[config.mk]
export PLATFORM = sky130hd
export DESIGN_NAME = cv32e40p_obi_instr_arbiter
export DESIGN_NICKNAME = d
export VERILOG_FILES = /design/src/rtl/cv32e40p_pkg.sv /design/src/rtl/cv32e40p_obi_id_fifo.sv /design/src/rtl/cv32e40p_obi_instr_arbiter.sv
export SDC_FILE = /design/constraint.sdc
export NUM_CORES = 1
export LEC_CHECK = 0
export ABC_AREA = 1
export BUFFER_PORTS_ARGS = -buffer_cell sky130_fd_sc_hd__buf_4
export CAP_MARGIN = 20
export CORE_MARGIN = 3
export CORE_UTILIZATION = 32
export CTS_BUF_LIST = sky130_fd_sc_hd__clkbuf_8
export CTS_CLUSTER_DIAMETER = 120
export DETAILED_ROUTE_END_ITERATION = 7
export PLACE_DENSITY_LB_ADDON = 0.1
export SLEW_MARGIN = 25
export SYNTH_ARGS = -nofsm -noshare
export SYNTH_HDL_FRONTEND = slang
export SYNTH_SLANG_ARGS = --single-unit
[constraint.sdc]
create_clock -name clk -period 2.6 [get_ports clk]
set_clock_uncertainty 0.2 [all_clocks]
set_input_delay 0.52 -clock clk [delete_from_list [all_inputs] [get_ports clk]]
set_output_delay 0.52 -clock clk [all_outputs]
set_load 0.05 [all_outputs]
[src/rtl/cv32e40p_pkg.sv]
// Shared types for the OBI instruction-port arbiter and its ID tracking FIFO.
package cv32e40p_pkg;

    typedef enum logic {
        IREQ_PREFETCH = 1'b0,
        IREQ_AUX      = 1'b1
    } instr_req_id_e;

    localparam int unsigned IREQ_NUM = 2;

    function automatic instr_req_id_e other_req(input instr_req_id_e id);
        return (id == IREQ_AUX) ? IREQ_PREFETCH : IREQ_AUX;
    endfunction

endpackage

[src/rtl/cv32e40p_obi_id_fifo.sv]
// In-order FIFO of requester IDs for granted-but-unanswered OBI transactions.
module cv32e40p_obi_id_fifo
    import cv32e40p_pkg::*;
#(
    parameter int unsigned DEPTH = 2
) (
    input  logic                             clk,
    input  logic                             rst,
    input  logic                             push_i,
    input  logic                             pop_i,
    input  instr_req_id_e                    id_i,
    output instr_req_id_e                    id_head_o,
    output logic [$clog2(DEPTH+1)-1:0]       count_o
);

    localparam int unsigned CNT_W = $clog2(DEPTH + 1);
    localparam int unsigned PTR_W = (DEPTH > 1) ? $clog2(DEPTH) : 1;
    localparam logic [PTR_W-1:0] LAST_PTR = PTR_W'(DEPTH - 1);

    instr_req_id_e      mem_q [DEPTH];
    logic [PTR_W-1:0]   wr_ptr_q, wr_ptr_d;
    logic [PTR_W-1:0]   rd_ptr_q, rd_ptr_d;
    logic [CNT_W-1:0]   count_q, count_d;

    // Pointers wrap at DEPTH (not a power of two in general); full/empty come from the count.
    always_comb begin
        wr_ptr_d = wr_ptr_q;
        rd_ptr_d = rd_ptr_q;
        count_d  = count_q;
        if (push_i) begin
            wr_ptr_d = (wr_ptr_q == LAST_PTR) ? '0 : wr_ptr_q + PTR_W'(1);
        end
        if (pop_i) begin
            rd_ptr_d = (rd_ptr_q == LAST_PTR) ? '0 : rd_ptr_q + PTR_W'(1);
        end
        case ({push_i, pop_i})
            2'b10:   count_d = count_q + CNT_W'(1);
            2'b01:   count_d = count_q - CNT_W'(1);
            default: count_d = count_q;
        endcase
    end

    always_ff @(posedge clk) begin
        if (rst) begin
            wr_ptr_q <= '0;
            rd_ptr_q <= '0;
            count_q  <= '0;
        end else begin
            wr_ptr_q <= wr_ptr_d;
            rd_ptr_q <= rd_ptr_d;
            count_q  <= count_d;
        end
    end

    always_ff @(posedge clk) begin
        if (push_i) begin
            mem_q[wr_ptr_q] <= id_i;
        end
    end

    assign id_head_o = mem_q[rd_ptr_q];
    assign count_o   = count_q;

endmodule

[src/rtl/cv32e40p_obi_instr_arbiter.sv]
// Round-robin arbiter sharing one OBI instruction port between the prefetch
// buffer and an auxiliary fetcher, with in-order response routing.
module cv32e40p_obi_instr_arbiter
    import cv32e40p_pkg::*;
#(
    parameter int unsigned MAX_OUTSTANDING = 2
) (
    input  logic        clk,
    input  logic        rst,
    input  logic [1:0]  r_req_i,
    input  logic [31:0] r_addr0_i,
    input  logic [31:0] r_addr1_i,
    output logic [1:0]  r_gnt_o,
    output logic [1:0]  r_rvalid_o,
    output logic [31:0] r_rdata_o,
    output logic        r_err_o,
    output logic        instr_req_o,
    output logic [31:0] instr_addr_o,
    input  logic        instr_gnt_i,
    input  logic        instr_rvalid_i,
    input  logic [31:0] instr_rdata_i,
    input  logic        instr_err_i,
    output logic        busy_o,
    output logic        protocol_err_o
);

    localparam int unsigned CNT_W = $clog2(MAX_OUTSTANDING + 1);
    localparam logic [CNT_W-1:0] MAX_CNT = CNT_W'(MAX_OUTSTANDING);

    instr_req_id_e    ptr_q, ptr_d;
    logic             lock_q, lock_d;
    instr_req_id_e    lock_id_q, lock_id_d;
    logic             perr_q, perr_d;

    instr_req_id_e    winner;
    logic             winner_req;
    logic             gate_open;
    logic             handshake;
    logic             pop;
    logic             outstanding;
    instr_req_id_e    head_id;
    logic [CNT_W-1:0] count;

    cv32e40p_obi_id_fifo #(
        .DEPTH (MAX_OUTSTANDING)
    ) u_id_fifo (
        .clk       (clk),
        .rst       (rst),
        .push_i    (handshake),
        .pop_i     (pop),
        .id_i      (winner),
        .id_head_o (head_id),
        .count_o   (count)
    );

    // Gate uses the registered count only, so rvalid never feeds instr_req_o.
    assign gate_open   = (count < MAX_CNT);
    assign outstanding = (count != '0);

    always_comb begin
        winner     = ptr_q;
        winner_req = 1'b0;
        if (lock_q) begin
            winner     = lock_id_q;
            winner_req = r_req_i[lock_id_q];
        end else begin
            case (r_req_i)
                2'b01: begin
                    winner     = IREQ_PREFETCH;
                    winner_req = 1'b1;
                end
                2'b10: begin
                    winner     = IREQ_AUX;
                    winner_req = 1'b1;
                end
                2'b11: begin
                    winner     = ptr_q;
                    winner_req = 1'b1;
                end
                default: begin
                    winner     = ptr_q;
                    winner_req = 1'b0;
                end
            endcase
        end
    end

    assign instr_req_o  = !rst && gate_open && winner_req;
    assign instr_addr_o = (winner == IREQ_AUX) ? r_addr1_i : r_addr0_i;
    assign handshake    = instr_req_o && instr_gnt_i;
    assign pop          = !rst && instr_rvalid_i && outstanding;

    generate
        for (genvar gi = 0; gi < IREQ_NUM; gi++) begin : g_route
            assign r_gnt_o[gi]    = handshake && (winner == instr_req_id_e'(1'(gi)));
            assign r_rvalid_o[gi] = pop && (head_id == instr_req_id_e'(1'(gi)));
        end
    endgenerate

    assign r_rdata_o      = instr_rdata_i;
    assign r_err_o        = instr_err_i;
    assign busy_o         = instr_req_o || outstanding;
    assign protocol_err_o = perr_q;

    // A stalled address phase locks the winner; a dropped request also clears the lock.
    always_comb begin
        ptr_d     = handshake ? other_req(winner) : ptr_q;
        lock_d    = instr_req_o && !instr_gnt_i;
        lock_id_d = lock_d ? winner : lock_id_q;
        perr_d    = perr_q || (instr_rvalid_i && !outstanding);
    end

    always_ff @(posedge clk) begin
        if (rst) begin
            ptr_q     <= IREQ_PREFETCH;
            lock_q    <= 1'b0;
            lock_id_q <= IREQ_PREFETCH;
            perr_q    <= 1'b0;
        end else begin
            ptr_q     <= ptr_d;
            lock_q    <= lock_d;
            lock_id_q <= lock_id_d;
            perr_q    <= perr_d;
        end
    end

endmodule
==> results of run 1 <==
-- worst min-delay path by stage --
stage                                 endpoint  slack (ns)  cells past startpoint
final                           protocol_err_o        0.27                      2
after global routing            protocol_err_o        0.29                      2
after global placement          protocol_err_o        0.27                      2
after floorplan           u_id_fifo.count_o[0]        0.26                      1
after detailed placement        protocol_err_o        0.27                      2
after CTS                       protocol_err_o        0.28                      2
-- per-layer routing --
layer / vias to the layer above / GRT usage
met5: - / 0
li1: 777 / -
met3: 11 / 0.0486
met2: 74 / 0.240
met4: 0 / 0.0571
met1: 614 / 0.184
-- placed cells by master (no fill, tap or decap) --
cell type	instances
clkbuf_8	3
ha_4	1
inv_4	1
buf_4	77
inv_2	2
xor2_1	2
nand4_1	1
nor2_2	1
edfxtp_1	2
or2_0	1
o21ai_0	3
nand2_4	1
nor2_1	16
ha_1	2
nand2_2	1
nand3_2	1
buf_12	3
nor2_4	2
clkbuf_16	3
nand3_4	1
nand3_1	1
dfxtp_1	9
a21oi_1	3
nand2_1	111
clkinv_8	1
inv_1	16
buf_6	33
-- cells by family after synthesis --
| group | synth area share |
|---|---|
| simple gates | 0.446 |
| xor+xnor | 0.0139 |
| buf+inv | 0.295 |
| fa+ha+maj | 0.0299 |
| flops | 0.191 |
| compound gates | 0.0239 |
-- sequential cells by signal, indices dropped and copies added, names as in the netlist, named ones only --
name,cells
lock_id_q,1
lock_q,1
ptr_q,1
u_id_fifo.wr_ptr_q,1
u_id_fifo.mem_q,2
u_id_fifo.rd_ptr_q,1
protocol_err_o,1
u_id_fifo.count_o,2
-- timing repair --
item | CTS | global route
pin swaps | 0 | 5
endpoints found under the setup margin | 25 | 33
cloned | 0 | 4
gates resized for setup | 25 | 15
-- metrics by stage --
| stage | cell area (um2) | hold WS, ns |
|---|---|---|
| floorplan | 1260 | 0.265 |
| detailed placement | 1900 | 0.271 |
| global route | 2180 | 0.291 |
| finish | 2180 | 0.274 |
| global placement | 1900 | 0.266 |
| CTS | 2040 | 0.284 |
-- report_power, final --
group | internal, W | switching [W]
clock network | 0.000103 | 0.0000621
registers | 0.000189 | 0.00000870
logic | 0.000318 | 0.000481
-- final cells by class --
| type | count | area share |
|---|---|---|
| sequential | 11 | 0.110 |
| clock buffer | 3 | 0.0189 |
| clock inverter | 1 | 0.00172 |
| timing repair buffer | 116 | 0.497 |
| tap | 48 | 0.0275 |
| multi-input combinational | 148 | 0.305 |
| inverter | 19 | 0.0396 |
-- tightest hold or removal path, stage by stage (launching register included) --
cell     delay, ns
dfxtp_1       0.33
a21oi_1       0.04
nor2_1        0.07
==> results.toml, run 1 <==
[routing]
vias = 1476
avgRoutedWirePerCell_um = 11.8
final_antenna_net_count = 0
via_per_inst = 4.27
wl_met1_mm = 1.54
drt_first_pass_iters = 4
drcViolationCount = 0
topRoutingLayerUsed = "met4"
dr_wl_met2_mm = 2.11
wl_mm = 4.07
wl_met3_um = 370
drt_first_iter_violations = 41

[final_layout]
drive_gt1_frac = 0.440
syn_to_final_growth_pct = 73.7
fill_cells = 377
nets = 405
multi_input_area_um2 = 666
regArea_um2 = 240
diodes = 0
final_cells = 346
final_core_util = 0.587

[sta]
setup_slack_ns = 0.0619
max_freq_mhz = 394
timing.final.crit_period_ns = 2.54
setup_tns_ns = 0
timing_hold_violations_final = 0
relSlewSlack = 0.821
post-route-period-util = 0.976
setup_viol = 0
finalMaxSlewViolations = 0
tightest_slew_ns = 0.266

[floorplan]
dieHeight_um = 68.7
die_area_um2 = 4710
core_um2 = 3720
dieWidth_um = 68.7
rows = 22
pin_count = 175
start_util = 0.338

[cts]
cts_buffer_depth = 2
clk_pin_slew_worst_paths_ns = 0.05
post_cts_buffers = 0
h-tree-depth = 1
cts_tree = "built"
clockRootBuffer = "clkbuf_8"
cts_buffers = 3
cts.sinks = 11
insertion_delay_ns = 0.24
ctsHoldBuffers = 0

[worst_setup_path]
cp.depth = 11
r2r_cells = 11
rr_endpoint = "u_id_fifo.count_o[1]"
start_kind = "input port"
slowest_delay_ns = 0.19
cp_max_fo = 6
arrival_ns = 1.82
cp_cell_sequence = "buf_4 > inv_2 > ha_4 > or2_0 > nand2_1 > nand2_4 > clkinv_8 > clkbuf_16 > nand2_1 > nand2_1 > buf_6"
path_common_cell = "nand2_1"
path_class = "input port to output pin"
r2r_slack_ns = 0.83
timing.critical_path.from = "r_req_i[1]"
crit_buf_inv = 5
worstReg2RegStart = "lock_id_q"
crit_family = "buffers and inverters"
endpoint = "instr_addr_o[16]"
crit_required_ns = 1.88
slowest_stage = "ha_4"
cp-end-kind = "output pin"

[synth]
yosysSeqAreaShare = 0.191
netlist_top_cells_area = "nand2_1 (33%), buf_4 (20%), dfxtp_1 (14%), inv_1 (5.1%), nor2_1 (5.1%)"
synth_edf_count = 2
yosysUniqueCellTypes = 23
netlist_top_cells_count = "nand2_1 (111), buf_4 (33), inv_1 (17), nor2_1 (17), dfxtp_1 (9)"
synth_top_area_share = 0.332
ys_warn_count = 0
synthCells = 217
avgSynthCellArea_um2 = 5.79
async_flop_share = 0
post-synth-top-area-cell = "nand2_1"
synth_most_common_cell = "nand2_1"
syn_nets = 323
netlist_area_um2 = 1260
synth_seq_cells = 11
synth_ff_type = "dfxtp_1"

[global_route]
antenna_found_initial = 0
grt_pass1_vias = 1309
grt_max_degree = 34
grt_usage = 0.149
grt_overflow = 0
grt_pass1_wl_mm = 5.47

[hold_path]
worstHoldStart = "protocol_err_o"
min_path_type = "flip-flop to flip-flop"

[power]
cellLeakagePower_nw = 1.27
peakVddDrop_v = 0.000257
design_power_total_w = 0.00116
powerDensity_nw_per_um2 = 533

[placement]
dp_slack_ns = -0.0264
portBuffers = 108
hpwl_mm = 3.10
dp_cells = 338
gp_congestion = 0.746

[run]
timing.max_cap.violations = 0

[status]
status = "complete, no violations"
Power figures use the tool's default switching activity.
==> inputs of run 2 (changes only) <==
--- a/config.mk
+++ b/config.mk
@@ -9,7 +9,7 @@
 export BUFFER_PORTS_ARGS = -buffer_cell sky130_fd_sc_hd__buf_4
 export CAP_MARGIN = 20
 export CORE_MARGIN = 3
-export CORE_UTILIZATION = 32
+export CORE_UTILIZATION = 30
 export CTS_BUF_LIST = sky130_fd_sc_hd__clkbuf_8
 export CTS_CLUSTER_DIAMETER = 120
 export DETAILED_ROUTE_END_ITERATION = 7
==> results.toml, run 2 (synthesis gave the netlist of run 1 again) <==
[final_layout]
layout_commonest_cell = "nand2_1"
regArea_um2 = 240
nets = 407
final_cell_mix = "nand2_1 (103), buf_4 (87), buf_6 (26)"
syn_to_final_growth_pct = 71.9
final_core_util = 0.560
multi_input_area_um2 = 684
fill_cells = 405
drive_gt1_frac = 0.473
diodes = 0
final_cells = 348
final_area_um2 = 2160

[routing]
final_antenna_net_count = 0
drcViolationCount = 0
via_per_inst = 4.18
avgRoutedWirePerCell_um = 11.2
drt_first_pass_iters = 4
vias = 1454
wl_mm = 3.91
drt_first_iter_violations = 38

[power]
seq_power_share = 0.172
powerDensity_nw_per_um2 = 533
peakVddDrop_v = 0.000258
pwr-share-comb = 0.682
cellLeakagePower_nw = 1.26
switching_share = 0.478
intPower_w = 0.000600
power.switching_w = 0.000550
pwr-share-clk = 0.146

[placement]
dp_cells = 343
portBuffers = 108
hpwl_mm = 3.13
place_area_um2 = 1930
gp_congestion = 0.783
dp_slack_ns = -0.0149

[cts]
cts.sinks = 11
cts_tree = "built"
clk_pin_slew_worst_paths_ns = 0.05
cts_buffer_depth = 2
ctsHoldBuffers = 0
clockRootBuffer = "clkbuf_8"
insertion_delay_ns = 0.24
post_cts_buffers = 0
h-tree-depth = 1
cts_buffers = 3

[worst_setup_path]
cp-end-kind = "output pin"
start_kind = "input port"
arrival_ns = 1.83
slowest_delay_ns = 0.20
crit_required_ns = 1.88
cp_cell_sequence = "buf_4 > inv_4 > ha_4 > or2_0 > nand2_1 > nand2_4 > inv_8 > buf_12 > nand2_1 > nand2_1 > buf_4"
path_common_cell = "nand2_1"
cp_max_fo = 10
slowest_stage = "ha_4"
path_class = "input port to output pin"

[sta]
setup_tns_ns = 0
relSlewSlack = 0.826
setup_slack_ns = 0.0545
setup_viol = 0
tightest_slew_ns = 0.258
finalMaxSlewViolations = 0
max_freq_mhz = 393
timing.final.crit_period_ns = 2.55
post-route-period-util = 0.979
rsz0062_at_grt = "true"
timing_hold_violations_final = 0

[global_route]
grt_max_degree = 22
grt_overflow = 0
grt_pass1_wl_mm = 5.94
grt_usage = 0.146
antenna_found_initial = 0
grt_pass1_vias = 1370

[floorplan]
rows = 22
start_util = 0.326
die_area_um2 = 5000
dieWidth_um = 70.7
pin_count = 175
dieHeight_um = 70.7
core_um2 = 3850

[run]
timing.max_cap.violations = 0

[hold_path]
min_path_type = "flip-flop to flip-flop"

[status]
status = "complete, no violations"
run 2: cell types whose count changed in the layout (fill, tap and decap cells not counted), moves of 2 or more:
cell and delta:
nand2_1 -8, nand2_2 +8, clkbuf_16 -2, buf_4 +10, buf_6 -7
run 2: path summary, 6_finish.rpt:
| check | startpoint | to | slack [ns] | cells past startpoint |
|---|---|---|---|---|
| worst max register to register | lock_id_q | u_id_fifo.count_o[1] | 0.89 | 11 |
| worst min-delay path | protocol_err_o | protocol_err_o | 0.28 | 2 |
| worst max-delay path | r_req_i[1] | instr_addr_o[29] | 0.05 | 11 |
| worst min register to register | protocol_err_o | protocol_err_o | 0.28 | 2 |
run 2: metrics by stage:
step / total power (W) / hold slack [ns]
after floorplan: 0.000787 / 0.265
after global placement: 0.000909 / 0.262
after detailed placement: 0.000909 / 0.267
after CTS: 0.00109 / 0.282
after global routing: 0.00122 / 0.289
final: 0.00115 / 0.280
run 2: routing by layer:
layer,wire length [um],track usage
met1,1380,0.154
met2,2090,0.263
met3,426,0.0625
met4,20,0.0418
met5,0,0
run 2: power groups by stage:
stage | combinational, W | clock (W) | sequential, W
2_1_floorplan | 0.000582 | 0 | 0.000205
3_3_place_gp | 0.000708 | 0 | 0.000201
3_5_place_dp | 0.000708 | 0 | 0.000201
4_1_cts | 0.000718 | 0.000173 | 0.000198
5_1_grt | 0.000838 | 0.000184 | 0.000200
6_report | 0.000784 | 0.000168 | 0.000198
run 2: repair_timing:
item	CTS	global route
gates resized for setup	5	42
setup endpoints to repair	5	34
endpoints found under the hold margin	0	0
cloned	0	1
pin swaps	0	6
run 2: worst max-delay path, delay by kind of cell:
| kind | cells | cell delay, ns |
|---|---|---|
| simple gates | 5 | 0.51 |
| buf+inv | 5 | 0.58 |
| fa+ha+maj | 1 | 0.20 |
run 2: layout make-up:
class	count	area share
repair buffers	118	0.484
clock buffers	3	0.0191
well taps	48	0.0278
clock inverters	1	0.00174
inverters	19	0.0388
flip-flops and latches	11	0.111
multi-input cells	148	0.317
